## src/rtl/alu_request_arbiter.sv

```systemverilog
// rtl/alu_request_arbiter.sv - shares one ALU between two requesters, iterating each command Count times
// Optional macro ALU_ARB_RR_EN: round-robin arbitration; undefined gives fixed priority with Req0 first.
module alu_request_arbiter #(
  parameter int CNT_W = 5
) (
  input  logic             Clock,
  input  logic             Reset,
  input  logic             Req0,
  input  logic             Req1,
  input  logic [4:0]       FunSel0,
  input  logic [4:0]       FunSel1,
  input  logic [31:0]      A0,
  input  logic [31:0]      A1,
  input  logic [31:0]      B0,
  input  logic [31:0]      B1,
  input  logic [CNT_W-1:0] Cnt0,
  input  logic [CNT_W-1:0] Cnt1,
  output logic             Ack0,
  output logic             Ack1,
  output logic             Done0,
  output logic             Done1,
  output logic [31:0]      Result,
  output logic [3:0]       Flags,
  output logic [31:0]      ALU_A,
  output logic [31:0]      ALU_B,
  output logic [4:0]       ALU_FunSel,
  output logic             ALU_WF,
  input  logic [31:0]      ALU_Out,
  input  logic [3:0]       ALU_Flags
);

  typedef enum logic [1:0] {
    ST_IDLE = 2'd0,
    ST_EXEC = 2'd1,
    ST_RESP = 2'd2
  } state_t;

  state_t           state;
  state_t           state_nxt;
  logic [31:0]      accum;
  logic [31:0]      b_reg;
  logic [31:0]      alu_a_hold;
  logic [4:0]       fun_reg;
  logic [CNT_W-1:0] iter;
  logic             owner;
  logic             grant0;
  logic             grant1;
  logic             take;
  logic [CNT_W-1:0] cnt_sel;

`ifdef ALU_ARB_RR_EN
  // rr_ptr names the requester that wins the next simultaneous request.
  logic rr_ptr;

  always_ff @(posedge Clock or posedge Reset) begin
    if (Reset) begin
      rr_ptr <= 1'b0;
    end else if (take) begin
      rr_ptr <= ~grant1;
    end
  end

  assign grant1 = Req1 & (~Req0 | rr_ptr);
`else
  assign grant1 = Req1 & ~Req0;
`endif
  assign grant0 = Req0 & ~grant1;

  assign cnt_sel = grant1 ? Cnt1 : Cnt0;

  // The ALU sees the live accumulator only while iterating; otherwise the last driven value is held.
  assign ALU_A      = (state == ST_EXEC) ? accum : alu_a_hold;
  assign ALU_B      = b_reg;
  assign ALU_FunSel = fun_reg;

  always_ff @(posedge Clock or posedge Reset) begin
    if (Reset) begin
      state <= ST_IDLE;
    end else begin
      state <= state_nxt;
    end
  end

  always_comb begin
    state_nxt = state;
    Ack0      = 1'b0;
    Ack1      = 1'b0;
    take      = 1'b0;
    ALU_WF    = 1'b0;
    case (state)
      ST_IDLE: begin
        if ((Req0 | Req1) && !Reset) begin
          take      = 1'b1;
          Ack0      = grant0;
          Ack1      = grant1;
          state_nxt = ST_EXEC;
        end
      end
      ST_EXEC: begin
        ALU_WF = 1'b1;
        if (iter == CNT_W'(1)) begin
          state_nxt = ST_RESP;
        end
      end
      ST_RESP: begin
        state_nxt = ST_IDLE;
      end
      default: begin
        state_nxt = ST_IDLE;
      end
    endcase
  end

  always_ff @(posedge Clock or posedge Reset) begin
    if (Reset) begin
      accum      <= 32'd0;
      b_reg      <= 32'd0;
      alu_a_hold <= 32'd0;
      fun_reg    <= 5'd0;
      iter       <= CNT_W'(1);
      owner      <= 1'b0;
      Result     <= 32'd0;
      Flags      <= 4'd0;
      Done0      <= 1'b0;
      Done1      <= 1'b0;
    end else begin
      Done0 <= 1'b0;
      Done1 <= 1'b0;
      case (state)
        ST_IDLE: begin
          if (take) begin
            owner   <= grant1;
            fun_reg <= grant1 ? FunSel1 : FunSel0;
            b_reg   <= grant1 ? B1 : B0;
            accum   <= grant1 ? A1 : A0;
            iter    <= (cnt_sel == '0) ? CNT_W'(1) : cnt_sel;
          end
        end
        ST_EXEC: begin
          accum      <= ALU_Out;
          alu_a_hold <= accum;
          if (iter != CNT_W'(1)) begin
            iter <= iter - CNT_W'(1);
          end
        end
        ST_RESP: begin
          // ALU_Flags already holds the flags written by the final iteration.
          Result <= accum;
          Flags  <= ALU_Flags;
          Done0  <= ~owner;
          Done1  <= owner;
        end
        default: begin
        end
      endcase
    end
  end

endmodule

```

## config.mk

```make
export PLATFORM = sky130hd
export DESIGN_NAME = alu_request_arbiter
export DESIGN_NICKNAME = d
export VERILOG_FILES = /design/src/rtl/alu_request_arbiter.sv
export SDC_FILE = /design/constraint.sdc
export NUM_CORES = 1
export LEC_CHECK = 0
export ABC_CLOCK_PERIOD_IN_PS = 12200
export CORE_MARGIN = 3
export CORE_UTILIZATION = 42
export CTS_CLUSTER_SIZE = 20
export DETAILED_ROUTE_END_ITERATION = 7
export HOLD_SLACK_MARGIN = 0.05
export PLACE_DENSITY = 0.81
export REMOVE_ABC_BUFFERS = 1
export SYNTH_ARGS = -nofsm -noshare
export SYNTH_HDL_FRONTEND = slang
export SYNTH_SLANG_ARGS = --single-unit
```

## constraint.sdc

```tcl
create_clock -name Clock -period 12.2 [get_ports Clock]
set_input_delay 1.83 -clock Clock [delete_from_list [all_inputs] [get_ports Clock]]
set_output_delay 1.83 -clock Clock [all_outputs]
set_load 0.02 [all_outputs]
```

==> impl_metrics.toml <==
[floorplan]
dieArea_mm2 = 0.0174
num_rows = 45
die_y_um = 132
ios = 298
core_area_mm2 = 0.0154
die_width_um = 132
initial_core_util = 0.433

[yosys]
synth_common_cells = "168 x nand2_1, 146 x dfrtp_1, 70 x mux2_2, 70 x mux2i_1, 53 x o21ai_1"
ys_async_sr_fraction = 1.00
ys_warn_count = 0
yosys.area.top_type = "dfrtp_1"
yosysTopAreaCellShare = 0.548
synth-seq-cells = 147
ys_seq_area_frac = 0.552
synth_cells = 611
synth_flop_cell = "dfrtp_1"
yosysMostFrequentCell = "nand2_1"
postSynthAreaPerCell_um2 = 10.9
synth_edf_count = 0
yosysUniqueCellTypes = 36
syn_area_mm2 = 0.00666
synth_area_leaders = "dfrtp_1 55%, mux2_2 12%, mux2i_1 11%"

[timing]
finalSetupTns_ns = 0
max_clock_freq_mhz = 172
finClkSkew_ns = 0.00738
drv_slew = 0
rsz0062_at_grt = "false"
hold_violations = 0
relSlewSlack = 0.288
setup_viol = 0
worst_pin_slew_ns = 1.07
period_minus_slack_ns = 5.80
final.period_utilization = 0.475

[worst_setup_path]
endpoint_kind = "output pin"
cp-start-kind = "input pin"
path_class = "input pin to output pin"
cp_max_fo = 60
crit_arrival_ns = 3.97
worstPathRequired_ns = 10.37

[clock_tree]
clock_path_buffers = 2
cts_tree = "built"
htreeDepth = 4
holdBufCountCts = 0
clock_sinks = 147
cts_buffers = 17
cts.clk_slew.worst_paths_ns = 0.06
postCtsSetupRepairBufs = 0
clk_latency_ns = 0.42
clock-root-buffer = "clkbuf_16"
cts_resized = 0

[power]
leakagePower_nw = 4.85
p_per_area_mw_per_mm2 = 253
peakVddDrop_mv = 0.131

[routing]
vias = 5390
viasPerCell = 4.84
drtPass1Iterations = 4
drt_iter0_drc = 232
final_antenna_net_count = 0
drcViolationCount = 0
post_drt_wl_per_cell_um = 16.6
wirelength_um = 18500

[grt]
grt_max_degree = 76
grt_usage = 0.214
grt_pass1_wl_um = 29300
first_global_vias = 5505
gr-total-overflow = 0
antenna_found_initial = 0

[place]
place.detailed.hpwl_um = 13300
io_buffers = 297
gp_congestion = 0.766
placed_cells = 1083

[final_layout]
syn2layout_area_growth_pct = 55.1
drive_gt1_frac = 0.127
fin_cells = 1114
n_antenna_cell = 0
fillerInstances = 1223
multi_input_area_mm2 = 0.00274
final-seq-area_mm2 = 0.00368
finalNetCount = 1081

[worst_hold_path]
hp-class = "register to register"

[run]
drv_cap = 0

[status]
outcome = "finished clean"
-- layer usage --
| layer | part of all wire | routed length (um) | GRT usage | up-vias |
|---|---|---|---|---|
| met5 | 0 | 0 | 0 | - |
| met4 | 0.013 | 239 | 0.0624 | 0 |
| met3 | 0.097 | 1790 | 0.0859 | 19 |
| met2 | 0.50 | 9300 | 0.363 | 207 |
| met1 | 0.39 | 7190 | 0.253 | 2527 |
| li1 | - | - | - | 2637 |
-- cells by family (layout without fill, tap and decap cells) --
logic type | count (synthesis) | count (layout) | share of synthesized area
and+or+nand+nor | 189 | 189 | 0.114
DFF | 147 | 147 | 0.552
AOI/OAI and AO/OA | 85 | 85 | 0.0665
adders and majority gates | 2 | 2 | 0.00376
buffers and inverters | 47 | 339 | 0.0387
muxes | 141 | 141 | 0.225
-- final timing paths --
| kind | to | startpoint | cells after the start | slack (ns) |
|---|---|---|---|---|
| min in group asynchronous | Result[20] | Reset | 2 | 1.93 |
| setup reg to reg | accum[1] | state[1] | 5 | 9.87 |
| hold / removal | alu_a_hold[27] | alu_a_hold[27] | 2 | 0.47 |
| setup / recovery | Ack1 | Reset | 5 | 6.40 |
| hold reg to reg | alu_a_hold[27] | alu_a_hold[27] | 2 | 0.47 |
| max in group asynchronous | Result[8] | Reset | 3 | 8.86 |
-- flip-flops by register name, indices dropped and copies added (netlist names) --
signal / cells
Result: 32
state: 2
alu_a_hold: 32
owner: 1
ALU_B: 32
Done1: 1
ALU_FunSel: 5
iter: 5
accum: 32
Done0: 1
Flags: 4
-- stage by stage --
| stage | setup WS (ns) | power [mW] | utilization | hold WS, ns | instance area [um2] |
|---|---|---|---|---|---|
| global route | 6.30 | 2.78 | 0.672 | 0.485 | 10300 |
| floorplan | 5.97 | 1.49 | - | 0.426 | 6430 |
| detailed placement | 6.39 | 2.10 | 0.632 | 0.457 | 9720 |
| global placement | 6.40 | 2.07 | 0.632 | 0.453 | 9720 |
| CTS | 6.39 | 2.65 | 0.672 | 0.474 | 10300 |
| finish | 6.40 | 2.62 | 0.672 | 0.469 | 10300 |
-- critical path: stages --
cell and delay, ns:
clkdlybuf4s50_1 0.48, or3_4 0.37, or2_4 0.44, nor2_2 0.19, clkdlybuf4s50_1 0.63
-- power by group --
group,leakage [nW],switching (mW),internal (mW)
clock network,0.300,0.194,0.340
registers,1.78,0.123,0.728
logic,2.77,0.661,0.573
-- cell type report --
cell class | instances | share of cell area
Clock buffer | 21 | 0.0465
Timing Repair Buffer | 302 | 0.291
Inverter | 6 | 0.00279
Sequential cell | 147 | 0.356
Multi-Input combinational cell | 417 | 0.265
Tap cell | 211 | 0.0256
Clock inverter | 10 | 0.0126
-- layout by cell type (no fill, tap or decap), types with 3 or more instances in the layout --
master	n
clkdlybuf4s50_1	297
nand2_1	168
dfrtp_1	146
mux2i_1	70
mux2_2	70
o21ai_1	53
o21ai_0	21
clkbuf_16	17
clkinv_2	6
nor2_1	5
buf_4	5
inv_1	4
a21oi_1	4
clkbuf_8	4
bufinv_16	3
(Power assumes the default switching activity.)
